--- config.mk ---
export PLATFORM = sky130hd
export DESIGN_NAME = mux_2d
export DESIGN_NICKNAME = d
export VERILOG_FILES = /design/src/rtl/mux_2d.sv
export SDC_FILE = /design/constraint.sdc
export NUM_CORES = 1
export LEC_CHECK = 0
export CORE_ASPECT_RATIO = 1.4
export CORE_MARGIN = 10
export CORE_UTILIZATION = 37
export DETAILED_ROUTE_END_ITERATION = 6
export PLACE_DENSITY = 0.87
export SETUP_SLACK_MARGIN = 0.05
export SYNTH_ARGS = -nofsm -noshare
export SYNTH_HDL_FRONTEND = slang
export SYNTH_SLANG_ARGS = --single-unit
export TNS_END_PERCENT = 10
--- constraint.sdc ---
create_clock -name clk -period 1.3 [get_ports clk]
set_input_delay 0.13 -clock clk [delete_from_list [all_inputs] [get_ports clk]]
set_output_delay 0.13 -clock clk [all_outputs]
set_load 0.01 [all_outputs]
--- src/rtl/mux_2d.sv ---
// rtl/mux_2d.sv - 2:1 word mux with combinational output and registered copy of data and select
// Optional select-switch statistics are enabled by defining MUX_2D_STATS_EN.
module mux_2d #(
  parameter int WIDTH     = 32,
  parameter int CNT_WIDTH = 16
) (
  input  logic                 clk,
  input  logic                 rst_n,
  input  logic                 mux_ctl,
  input  logic [WIDTH-1:0]     din0,
  input  logic [WIDTH-1:0]     din1,
  input  logic                 reg_en,
  output logic [WIDTH-1:0]     mux_out,
  output logic [WIDTH-1:0]     mux_out_q,
  output logic                 sel_q,
  output logic [CNT_WIDTH-1:0] sw_count,
  output logic                 sw_sat
);

  logic             w_sel;
  logic [WIDTH-1:0] r_mux_out_q;
  logic             r_sel_q;

  // Only a clean 1 selects din1; X/Z falls back to din0.
  assign w_sel   = (mux_ctl === 1'b1);
  assign mux_out = w_sel ? din1 : din0;

  always_ff @(posedge clk or negedge rst_n) begin
    if (!rst_n) begin
      r_mux_out_q <= '0;
      r_sel_q     <= 1'b0;
    end else if (reg_en) begin
      r_mux_out_q <= mux_out;
      r_sel_q     <= w_sel;
    end
  end

  assign mux_out_q = r_mux_out_q;
  assign sel_q     = r_sel_q;

`ifdef MUX_2D_STATS_EN
  logic [CNT_WIDTH-1:0] r_sw_count;
  logic                 w_sat;

  assign w_sat = &r_sw_count;

  // Counts registered select changes; parks at all-ones rather than wrapping.
  always_ff @(posedge clk or negedge rst_n) begin
    if (!rst_n) begin
      r_sw_count <= '0;
    end else if (reg_en && (w_sel != r_sel_q) && !w_sat) begin
      r_sw_count <= r_sw_count + 1'b1;
    end
  end

  assign sw_count = r_sw_count;
  assign sw_sat   = w_sat;
`else
  assign sw_count = '0;
  assign sw_sat   = 1'b0;
`endif

endmodule

-- Yosys cells after proc, flatten, opt, wreduce, memory -nomap -nowiden
Cells that the tools add are included.
- register bits: 33
- word-level logic and storage cells: 4
- output and inout bits: 82
- ROM bits: 0
- bits in writable memories: 0
- bits in latches: 0
- memories kept: 0
- input port bits: 68
- $add $sub $neg: 0
- reductions and logical operators: 0
- $mul: 0
- bitwise logic cells: 0
- div/mod/pow operators: 0
- $lt $le $gt $ge: 0
- equal/unequal tests: 1
- shift operators: 0
- mux-type cells: 1
- operators with widths (cell ; number):
    $mux W32 ; 1
    $eqx A1 B1 Y1 const B ; 1

-- Logic depth before layout (Yosys ltp)
- word-level depth: 2
- gate-level depth with buffers: 4
- gate-level depth less buffers: 2

-- Worst setup path after synthesis
OpenSTA, ideal clock, no wires.
- kind: input port to flip-flop
- start: input mux_ctl
- end: register r_mux_out_q[29], in the netlist mux_out_q[29]
- library setup time: 0.125 ns
- data arrival time: 0.961 ns
- buffers on the path: 2
- setup slack: 0.214 ns
- stages on the path: 4
- required time: 1.175 ns
- cell sequence: buf_6 buf_12 mux2_4 mux2_4
- longest elaborated chain between the ends: 2
- ends and longest elaborated chain (item ; line ; text):
    start: declaration ; 9 ; input logic mux_ctl,
    $eqx A1 B1 Y1 ; 25 ; assign w_sel = (mux_ctl === 1'b1);
    $mux W32 ; 26 ; assign mux_out = w_sel ? din1 : din0;
    via mux_out[29] ; 13 ; output logic [WIDTH-1:0] mux_out,
    end signal: assignment ; 33 ; r_mux_out_q <= mux_out;
    end: declaration ; 21 ; logic [WIDTH-1:0] r_mux_out_q;
The timed path passes the listed nets, and every way through them passes these cells.
A chain may end at the register's enable or synchronous reset.

-- Final worst setup path
- start: input din0[11]
- end: output mux_out[11]
- longest elaborated chain between the ends: 1
- ends and longest elaborated chain (item ; line ; text):
    start: declaration ; 10 ; input logic [WIDTH-1:0] din0,
    $mux W32 ; 26 ;
    end: declaration ; 13 ;
No other way between the ends.

==> metrics.md <==
| Metric | Value |
|---|---|
| DRC violations left | `0` |
| CTS Buffer Depth | `2` |
| Most frequent cells in the layout | `clkdlybuf4s50_1, dlygate4sd2_1, mux2_4, dfrtp_1, conb_1` |
| Max-slew violations | `0` |
| Post-Route Skew | `0 ns` |
| Critical path's slowest cell | `clkdlybuf4s50_1` |
| HPWL after DPL | `about 5400 um` |
| Fin crit period | `about 1.3 ns` |
| Footprint of the multi-input gates | `roughly 0.0010 mm^2` |
| Cell taking the most area after synthesis | `mux2_4` |
| Post-route cell area | `around 0.0034 mm^2` |
| Diodes inserted | `0` |
| Crit path kind | `in -> out` |
| Worst endpoint required time | `roughly 1.2 ns` |
| Wirelength, routed | `between 6000 and 7000 um` |
| Core area | `roughly 0.0052 mm^2` |
| Mapped cell area | `around 0.0020 mm^2` |
| Hold slack | `~0.22 ns` |
| Starting DRT DRC Count | `40` |
| Largest net degree at the start of global routing | `20` |
| Clk sinks | `33` |
| Peak supply drop | `around 0.00060 V` |
| Period utilization | `96.30%` |
| Sequential share of the synthesized area | `between 40% and 50%` |
| Sequential Area | `825.8 um^2` |
| Status | `completed` |
| CP Capture Type | `primary output` |
| CP Cell Sequence | `clkdlybuf4s50_1 -> mux2_4 -> dlygate4sd2_1` |
| RSZ-0062 raised after global routing | `true` |
| Via count | `1501` |
| Post-CTS setup buffers | `0` |
| Vias in the first global route | `about 1.7k` |
| Wire length per cell | `slightly below 20 um` |
| First-pass GRT wire length | `approximately 10000 um` |
| CTS H-tree depth | `2` |
| TritonCTS clock tree | `built` |
| Routed Antenna Nets | `0` |
| Yosys cell types | `8` |
| Power Dens Cells | `about 890 mW/mm^2` |
| Setup violators final | `0` |
| Crit path max-delay family | `buffers and inverters` |
| CP max FO | `2` |
| Layout overhead on the synthesized area | `71.32%` |
| Top Ports | `150` |
| Bufs and invs on worst path | `2` |
| Placed cell areas | `around 0.0034 mm^2` |
| Placed Instances | `326` |
| Leakage power | `roughly 1.7 nW` |
| Yosys reg bits | `33` |
| Worst-Skew Late Latency | `0.27 ns` |
| Final GP Congestion | `approximately 0.68` |
| CP startpoint kind | `input port` |
| Grt ovf | `0` |
| Power, Total | `~3 mW` |
| TritonRoute pass-1 iters | `6` |
| Initial antenna violation count | `0` |
| Slowest stage delay, CP | `~0.42 ns` |
| Final Net Count | `around 340` |
| # fillers | `roughly 450` |
| Mapped Cells | `124` |
| Arrival @ worst endpoint | `1.12 ns` |
| Die height | `about 110 um` |
| Ys Warns | `0` |
| PortBufs | `132` |
| Clk slew on worst S/H paths | `0.06 ns` |
| Total CTS buffers | `5` |
| Die X | `approximately 82 um` |
| Max Clk Rate | `798.8 MHz` |
| Overall global routing resource usage | `14.74%` |
| Top post-synthesis cells by area | `mux2_4, dfrtp_1, buf_4` |
| Max-cap violations | `0` |
| Post-synth top area share | `approximately 44%` |
| Die Area | `0.008782 mm^2` |
| Commonest non-fill, non-tap cell in the layout | `clkdlybuf4s50_1` |
| Non-Filler Instances | `334` |
| Root Buffer | `clkbuf_8` |
| Class of the worst hold path | `in -> reg` |
| Rows | `31` |
| Layout cells sized above 1 | `32.84%` |
| Syn Area/Cell | `~16 um^2` |
| Initial Util | `approximately 38%` |
| Via density | `approximately 4.5` |
| Final hold viol count | `0` |
==> cell usage after synthesis <==
cell type,number
buf_12,3
buf_2,4
dfrtp_1,33
buf_4,17
mux2_4,58
mux2_2,7
buf_6,1
conb_1,1
==> area by class of cell <==
class | count | area share (%)
clock buffer | 5 | 2.010
clock inverter | 1 | 0.1462
sequential | 33 | 24.12
tap | 66 | 2.412
multi-input combinational | 82 | 29.61
timing repair buffer | 147 | 41.70
==> sequential cells by signal, summed over array words and instances (netlist names) <==
name / count
sel_q: 1
mux_out_q: 32
==> repair_timing <==
| action | in CTS | in global routing |
|---|---|---|
| endpoints found under the hold margin | 14 | 0 |
| pin swaps | 0 | 0 |
| endpoints found under the setup margin | 65 | 16 |
| hold buffers | 1 | 0 |
| gates cloned | 1 | 0 |
| gates resized for setup | 68 | 1 |
==> through the flow <==
| step | utilization, % | setup slack, ns | setup TNS (ns) |
|---|---|---|---|
| 3_5_place_dp | 65.19 | -0.1575 | -4.457 |
| 2_1_floorplan | - | 0.2141 | 0 |
| 6_report | 65.86 | 0.04807 | 0 |
| 5_1_grt | 65.86 | 0.02712 | 0 |
| 4_1_cts | 65.84 | 0.05371 | 0 |
| 3_3_place_gp | 65.19 | -0.1333 | -3.873 |
==> per-layer routing <==
layer / GRT usage [%] / up-vias / share of wire, %
li1: - / 687 / -
met1: 14.79 / 727 / 35
met2: 26.52 / 85 / 54
met3: 6.940 / 2 / 10
met4: 3.293 / 0 / 0.44
met5: 0 / - / 0
==> cell families after synthesis <==
kind of cell | Yosys count | share of synthesized area [%]
flops | 33 | 41.33
mux | 65 | 47.53
other cells | 1 | 0.1877
buf+inv | 25 | 10.96
==> worst paths after layout <==
path	start	endpoint	slack (ns)	depth (start not counted)
hold reg to reg	sel_q	sel_q	0.50	1
hold / removal	reg_en	mux_out_q[30]	0.22	2
max in group asynchronous	rst_n	mux_out_q[20]	0.55	3
min in group asynchronous	rst_n	mux_out_q[19]	0.31	2
setup / recovery	din0[11]	mux_out[11]	0.05	3
setup reg to reg	mux_out_q[7]	mux_out_q[7]	0.52	1
==> where the power goes <==
group | leakage, nW | switching, mW | internal [mW]
sequential | 0.386 | 0.0685 | 1.16
clock | 0.0399 | 0.341 | 0.352
combinational | 1.27 | 0.425 | 0.710
Note: power is estimated with default switching activity, not from simulation.
==> edit, RTL diff (same flow settings) <==
Build with the macro `MUX_2D_STATS_EN` defined.
--- a/src/rtl/mux_2d.sv
+++ b/src/rtl/mux_2d.sv
@@ -1,4 +1,6 @@
 // rtl/mux_2d.sv - 2:1 word mux with combinational output and registered copy of data and select
 // Optional select-switch statistics are enabled by defining MUX_2D_STATS_EN.
+`define MUX_2D_STATS_EN
+
 module mux_2d #(
   parameter int WIDTH     = 32,
Behaviour: not the same (a bounded check fails within 4 cycles, from zero or initial values and one cycle with rst_n low).
==> edit against the original RTL <==
- cell area rose by 32%
- synthesized area rose by 22%
- sequential power rose by 53%
- setup slack got worse by 0.36 ns
- critical endpoint is now sw_count[2]
- cell count rose by 37%
- non-clock buffer count rose by 58
- total power rose by 46%
- the run now ends with setup timing left
- combinational power rose by 50%
- count of clock-buffer cells in the layout did not move
- synthesized cell count rose by 47%
- largest power group unchanged
- hold slack improved by 0.028 ns
- routed wire length rose by 35%
- sequential cell count rose by 16
==> edit: results (changes against the original RTL) <==
| Metric | Value |
|---|---|
| Status | finished with violations |
| Failing checks | setup timing |
| Largest net degree at the start of global routing | 32 (+60%) |
| Hold Path End | sw_count[4] |
| Number of DRC markers in iteration 0 | 41 (+2.5%) |
| Slowest CP cell | dfrtp_1 |
| Final Skew | 0.00556 ns (+0.00556 ns) |
| Final setup violation count | 17 (+17) |
| Peak supply drop | 638 uV (+7.2%) |
| Longest Clk Path Bufs | 2 (unchanged) |
| DR pass1 iterations | 4 (-2) |
| Total number of vias | 2275 (+52%) |
| Reg-to-reg startpoint | sw_count[9] |
| Clk_lat worst skew | 0.29 ns (+0.02 ns) |
| Post-DR vias/cell | 4.96 (+10%) |
| CP arrival | 1.79 ns (+0.67 ns) |
| Placer Congestion | 0.833 (+23%) |
| Syn Area/Cell | 13.4 sq um (-17%) |
| Met2 Usage GRT | 32.2% (+5.7 points) |
| Post-synthesis adder-cell area fraction | 0.514% (+0.51 points) |
| Synth area leaders | dfrtp_1, mux2_2, xor2_1, nor3_1, nand4_2 |
| Post-placement setup slack | -0.349 ns (-0.192 ns) |
| Count of cell types in the netlist | 28 (+20) |
| Hold path depth | 3 (+1) |
| RR Endpoint | sw_count[2] |
| Worst-path clk slew | 0.09 ns (+0.03 ns) |
| Post-synthesis mux area share | 30.7% (-17 points) |
| Post-CTS sizing | 117 (+72%) |
| Root buf cell | clkbuf_8 |
| Post-DP HPWL | 7.05 mm (+32%) |
| M1 GR Usage | 16.1% (+1.3 points) |
| Placed insts | 442 (+36%) |
| XOR/XNOR Fraction of Synth Area | 5.71% (+5.7 points) |
| Vias in the first global route | 2504 (+46%) |
| Setup bufs post-CTS | 5 (+5) |
| Top cells by count, synth | mux2_2, dfrtp_1, xor2_1 |
| Compound-Gate Fraction of Synth Area | 0.411% (+0.41 points) |
| Slowest stage delay, CP | 0.40 ns (-0.02 ns) |
| Crit-path leading delay family | simple AND/OR/NAND/NOR gates |
| First-pass GRT wire length | 13.2 mm (+33%) |
| Global Route Usage Sum | 16.4% (+1.7 points) |
| Routed length on met2 | 4.80 mm (+36%) |
| Slack of the critical path | -0.309 ns (-0.357 ns) |
| Lkg Pwr | 0.00213 uW (+26%) |
| Worst-path fanout max | 4 (+2) |
| Avg WL per Cell | 19.1 microns (-2.1%) |
| Register area share after synthesis | 50.4% (+9.1 points) |
edit: cell count changes after synthesis, sizes merged, moves of 5 or more:
cell / delta
buf: -20
dfrtp: +16
nand2: +6
nand4: +5
nor3: +8
xor2: +14
edit: through the flow:
| stage | instance area (sq um) | TNS, ns | utilization (%) | total power (uW) | hold WS [ns] |
|---|---|---|---|---|---|
| after floorplan | 2440 | -2.94 | - | 2520 | -0.166 |
| after global placement | 4350 | -7.84 | 69.1 | 3660 | 0.126 |
| after detailed placement | 4350 | -9.26 | 69.1 | 3730 | 0.129 |
| after CTS | 4470 | -3.10 | 70.9 | 4490 | 0.254 |
| after global routing | 4530 | -5.53 | 71.9 | 4690 | 0.270 |
| final | 4530 | -3.98 | 71.9 | 4440 | 0.243 |
edit: area by class of cell:
| type | count | area (sq um) |
|---|---|---|
| timing repair buffer | 205 | 1820 |
| fill | 477 | 1770 |
| multi-input combinational | 124 | 1300 |
| sequential | 49 | 1230 |
| tap | 72 | 90.1 |
| clock buffer | 5 | 68.8 |
| clock inverter | 3 | 17.5 |
| inverter | 1 | 3.75 |
edit: how the worst max path moves through the flow:
stage	start	to	slack (ns)	depth (start not counted)
2_1_floorplan	sw_count[0]	sw_count[1]	-0.34	5
3_3_place_gp	sw_count[5]	sw_sat	-0.27	4
3_5_place_dp	sw_count[5]	sw_sat	-0.35	4
4_1_cts	sw_count[12]	sw_count[7]	-0.24	6
5_1_grt	sw_count[8]	sw_count[2]	-0.42	6
6_report	sw_count[9]	sw_count[2]	-0.31	6
edit: power groups by stage:
stage | Combinational, uW | Sequential (uW) | Clock (uW)
floorplan | 485 | 2040 | 0
global placement | 1770 | 1890 | 0
detailed placement | 1810 | 1910 | 0
CTS | 1730 | 1870 | 893
global route | 1840 | 1900 | 951
finish | 1710 | 1870 | 861
